--- config.mk ---
export PLATFORM = sky130hd
export DESIGN_NAME = uart_rx
export DESIGN_NICKNAME = d
export VERILOG_FILES = /design/src/rtl/uart_rx.sv
export SDC_FILE = /design/constraint.sdc
export NUM_CORES = 1
export LEC_CHECK = 0
export BUFFER_PORTS_ARGS = -buffer_cell sky130_fd_sc_hd__buf_2
export CORE_ASPECT_RATIO = 1.5
export CORE_MARGIN = 2
export CORE_UTILIZATION = 53
export CTS_BUF_LIST = sky130_fd_sc_hd__clkbuf_2
export CTS_CLUSTER_DIAMETER = 100
export DETAILED_ROUTE_END_ITERATION = 10
export HOLD_SLACK_MARGIN = 0.06
export PLACE_DENSITY = 0.75
export SKIP_CTS_REPAIR_TIMING = 1
export SYNTH_ARGS = -nofsm -noshare
export SYNTH_HDL_FRONTEND = slang
export SYNTH_SLANG_ARGS = --single-unit
export TNS_END_PERCENT = 30
--- constraint.sdc ---
create_clock -name CLK -period 2.2 [get_ports CLK]
set_input_delay 0.44 -clock CLK [delete_from_list [all_inputs] [get_ports CLK]]
set_output_delay 0.44 -clock CLK [all_outputs]
set_load 0.02 [all_outputs]
--- src/rtl/uart_rx.sv ---
// UART receiver: oversampled by a runtime Prescale with a 3-sample majority per bit.
// Frame layout is start, DATA_WIDTH bits LSB first, optional parity, one stop bit.
module uart_rx #(
    parameter int DATA_WIDTH = 8,
    parameter int PRESCALE_W = 6
) (
    input  logic                  CLK,
    input  logic                  RST,
    input  logic                  RX_IN,
    input  logic [PRESCALE_W-1:0] Prescale,
    input  logic                  PAR_EN,
    input  logic                  PAR_TYP,
    output logic [DATA_WIDTH-1:0] P_DATA,
    output logic                  data_valid,
    output logic                  par_err,
    output logic                  stp_err
);
    localparam int BW = (DATA_WIDTH > 1) ? $clog2(DATA_WIDTH) : 1;

    localparam logic [4:0] IDLE   = 5'b00001;
    localparam logic [4:0] START  = 5'b00010;
    localparam logic [4:0] DATA   = 5'b00100;
    localparam logic [4:0] PARITY = 5'b01000;
    localparam logic [4:0] STOP   = 5'b10000;

    logic [4:0]            state;
    logic [PRESCALE_W-1:0] edge_cnt;
    logic [BW-1:0]         bit_cnt;
    logic [DATA_WIDTH-1:0] shreg;
    logic [2:0]            smp;
    logic                  pen_q, ptyp_q, frame_bad;

    logic [PRESCALE_W-1:0] half;
    logic                  last_edge, maj;

    assign half      = Prescale >> 1;
    assign last_edge = (edge_cnt == Prescale - PRESCALE_W'(1));
    assign maj       = (smp[0] & smp[1]) | (smp[1] & smp[2]) | (smp[0] & smp[2]);

    always_ff @(posedge CLK or posedge RST) begin
        if (RST) begin
            state      <= IDLE;
            edge_cnt   <= '0;
            bit_cnt    <= '0;
            shreg      <= '0;
            smp        <= '0;
            pen_q      <= 1'b0;
            ptyp_q     <= 1'b0;
            frame_bad  <= 1'b0;
            P_DATA     <= '0;
            data_valid <= 1'b0;
            par_err    <= 1'b0;
            stp_err    <= 1'b0;
        end else begin
            data_valid <= 1'b0;
            par_err    <= 1'b0;
            stp_err    <= 1'b0;

            if (state != IDLE) begin
                edge_cnt <= last_edge ? '0 : edge_cnt + PRESCALE_W'(1);
                if (edge_cnt == half - PRESCALE_W'(1)) smp[0] <= RX_IN;
                else if (edge_cnt == half)             smp[1] <= RX_IN;
                else if (edge_cnt == half + PRESCALE_W'(1)) smp[2] <= RX_IN;
            end

            case (state)
                IDLE: begin
                    // The first low cycle is edge 0 of the start bit.
                    if (!RX_IN) begin
                        state    <= START;
                        edge_cnt <= PRESCALE_W'(1);
                        bit_cnt  <= '0;
                        pen_q    <= PAR_EN;
                        ptyp_q   <= PAR_TYP;
                    end else begin
                        edge_cnt <= '0;
                    end
                end
                START: if (last_edge) begin
                    state   <= maj ? IDLE : DATA;
                    bit_cnt <= '0;
                end
                DATA: if (last_edge) begin
                    shreg <= {maj, shreg[DATA_WIDTH-1:1]};
                    if (bit_cnt == BW'(DATA_WIDTH-1)) begin
                        state   <= pen_q ? PARITY : STOP;
                        bit_cnt <= '0;
                    end else begin
                        bit_cnt <= bit_cnt + BW'(1);
                    end
                end
                PARITY: if (last_edge) begin
                    if (((^shreg) ^ ptyp_q) != maj) begin
                        frame_bad <= 1'b1;
                        par_err   <= 1'b1;
                    end
                    state <= STOP;
                end
                STOP: if (last_edge) begin
                    if (!maj) begin
                        stp_err <= 1'b1;
                    end else if (!frame_bad) begin
                        P_DATA     <= shreg;
                        data_valid <= 1'b1;
                    end
                    frame_bad <= 1'b0;
                    state     <= IDLE;
                end
                default: begin
                    state    <= IDLE;
                    edge_cnt <= '0;
                end
            endcase
        end
    end
endmodule

==> qor.yml <==
worst_setup_path:
  slowest_stage: "dfrtp_1"
  crit_type: "register to register"
  critPathMostFrequentCell: "buf_4"
  cp_cell_sequence: "xor2_1 -> o31ai_2 -> buf_4 -> nand3_1 -> buf_4 -> or2_1 -> nor3b_1"
  critPathCaptureType: "register"
  max_stage_delay_ps: 500
  r2r_setup_slack_ps: 180
  cp_top_family: "simple AND/OR/NAND/NOR gates"
  path_max_fanout: 4
  cp_num_buf_inv: 2
  start_kind: "register"
  cp.required_ps: 2510
  critical_path_arrival_ps: 2330
grt:
  antenna_found_initial: 0
  grt_remaining_overflow: 0
  grt_pass1_wl_um: 7850
  grtUsageTotal_pct: 20.6
  first_global_vias: 1749
  grt_max_degree: 40
finish:
  stdcell_count: 313
  final_util_pct: 63.2
  area_growth_pct: 14.5
  antenna_cells: 0
  fin_area_um2: 2690
  layout-drive-gt1-share_pct: 32.2
  multi_input_area_um2: 1300
  fin_nets: 284
  register_area_um2: 977
  fillers: 372
timing:
  fmax_mhz: 495
  grt_setup_unrepaired: "false"
  slew_viol_final: 0
  fin_skew_ps: 27.6
  setup_viol: 0
  hold_viol: 0
  tightestPinTransition_ps: 484
  post-route-period-util_pct: 91.8
  tns_ps: 0
  maxSlewHeadroom_pct: 67.7
  period_minus_slack_ps: 2020
logic_synthesis:
  synth-edff-count: 0
  yosysUniqueCellTypes: 48
  dominantRegCellSynth: "dfrtp_1"
  synth.largest_area_cell: "dfrtp_1"
  syn_area_um2: 2350
  async_flop_share_pct: 100
  seq_area_frac_synth_pct: 41.7
  synth_top_area_share_pct: 40.5
  syn_area_per_cell_um2: 10.4
  syn-num-nets: 244
  synthTopCellsByArea: "dfrtp_1, mux2_2, xnor2_1, xor2_1, nor2_1"
  syn_inst: 226
  ys_ff_latch: 39
  ys_warn_count: 0
die:
  die_y_um: 85.5
  num_rows: 29
  start_util_pct: 55.3
  num_io_pins: 22
  placeableCoreArea_um2: 4250
  design.die.area_um2: 4990
  die_w_um: 58.3
place:
  hpwl_um: 3510
  gp_congestion: 0.822
  postPlaceCellArea_um2: 2640
  numPortBuffers: 21
  dp.cells: 305
routing:
  remaining_drc_errors: 0
  ant_nets: 0
  drt_wl_total_um: 4490
  wl_per_cell_um: 14.3
  drt_iter0_markers: 42
  drt_pass1_iterations: 4
  vias: 1746
  viasPerCell: 5.58
clock_tree:
  clk_pin_slew_ps: 220
  clk-insertion-delay-late_ps: 410
  cts_buffer_depth: 2
  h-tree-depth: 2
  numCtsBuffers: 5
  clock_sinks: 39
  cts_tree: "done"
  root_buffer: "clkbuf_2"
power_and_ir_drop:
  combinationalPowerShare_pct: 34.3
  power_per_cell_area_nw_per_um2: 681
  power_switching_mw: 0.643
  p_seq_share_pct: 48.2
  clkPwrFrac_pct: 17.4
  ir_drop_mv: 0.458
  p_int_mw: 1.18
  power_leakage_nw: 1.33
  switching_share_pct: 35.2
run_status:
  status: "complete, no violations"
flow_run:
  cap_violations: 0
min_path:
  hold_path_class: "input pin to asynchronous set/reset pin"
[final timing paths]
check	startpoint	end	cells after the start
worst max-delay path	edge_cnt[4]	data_valid	7
worst max register to register	edge_cnt[4]	data_valid	7
worst min register to register	smp[1]	smp[1]	2
worst min-delay path	RST	shreg[6]	3
min in group CLK	PAR_EN	pen_q	2
max in group asynchronous	RST	state[0]	3
[sequential cells by signal (all words and copies together), names as in the netlist]
name and cells:
ptyp_q 1, state 5, frame_bad 1, pen_q 1, edge_cnt 6, data_valid 1, par_err 1, stp_err 1
shreg 8, bit_cnt 3, P_DATA 8, smp 3
[layer usage]
layer,up-vias,wire [µm],global-route usage [%]
met5,-,0,0
met4,0,85,8.03
met3,8,117,3.35
met2,29,2400,37.5
met1,848,1880,23.0
li1,861,-,-
[cell usage after synthesis (all sizes together), types with 2 or more instances]
cell / count
nand3: 9
a21o: 2
clkbuf: 5
ha: 7
o21ai: 5
dfrtp: 38
o211ai: 2
a21oi: 5
nor3: 6
xnor2: 23
nor3b: 2
nand3b: 3
buf: 7
nor2: 26
o21bai: 2
and3: 4
o2bb2ai: 3
nand2b: 2
nor4bb: 2
xor2: 12
mux2: 21
o22ai: 3
nand2: 11
inv: 6
mux2i: 3
[tightest hold or removal path, delay by kind of cell]
kind / cells / cell delay [ps]
buffers and inverters: 3 / 530
[final cells by class]
type / count / area share (%)
well taps: 46 / 2.14
inverters: 6 / 0.839
flip-flops and latches: 39 / 36.4
repair buffers: 45 / 10.6
multi-input cells: 169 / 48.3
clock inverters: 3 / 0.746
clock buffers: 5 / 0.932
[layout by cell type (no fill, tap or decap), types with 6 or more instances in the layout]
master and instances:
xnor2_1 22, buf_2 21, nand3_1 9, mux2_2 20, dfrtp_1 38, nor2_1 25
xor2_1 12, ha_1 6, buf_4 24, nand2_1 11
[cells by family (layout without fill, tap and decap cells)]
| family | Yosys count | count (layout) | synth area share, % |
|---|---|---|---|
| AOI/OAI and AO/OA | 29 | 29 | 9.01 |
| buffers and inverters | 18 | 59 | 4.11 |
| xor gates and xnor gates | 35 | 35 | 13.1 |
| and+or+nand+nor | 73 | 73 | 16.5 |
| DFF | 39 | 39 | 41.7 |
| adders and majority gates | 8 | 8 | 4.16 |
| muxes | 24 | 24 | 11.5 |
[stage by stage]
step | worst slack (ps) | hold slack (ps) | total power [mW]
floorplan | 10.1 | 432 | 1.34
detailed placement | -250 | 466 | 1.53
global route | 13.7 | 119 | 1.96
CTS | 68.2 | 98.8 | 1.84
finish | 180 | 97.1 | 1.83
global placement | -169 | 463 | 1.51
[power by group through the flow]
stage	clock network [mW]	registers (mW)	logic, mW
detailed placement	0	0.896	0.631
floorplan	0	0.848	0.493
global placement	0	0.893	0.619
global route	0.356	0.899	0.707
CTS	0.329	0.883	0.633
finish	0.319	0.881	0.628
Note: power is estimated with default switching activity, not from simulation.
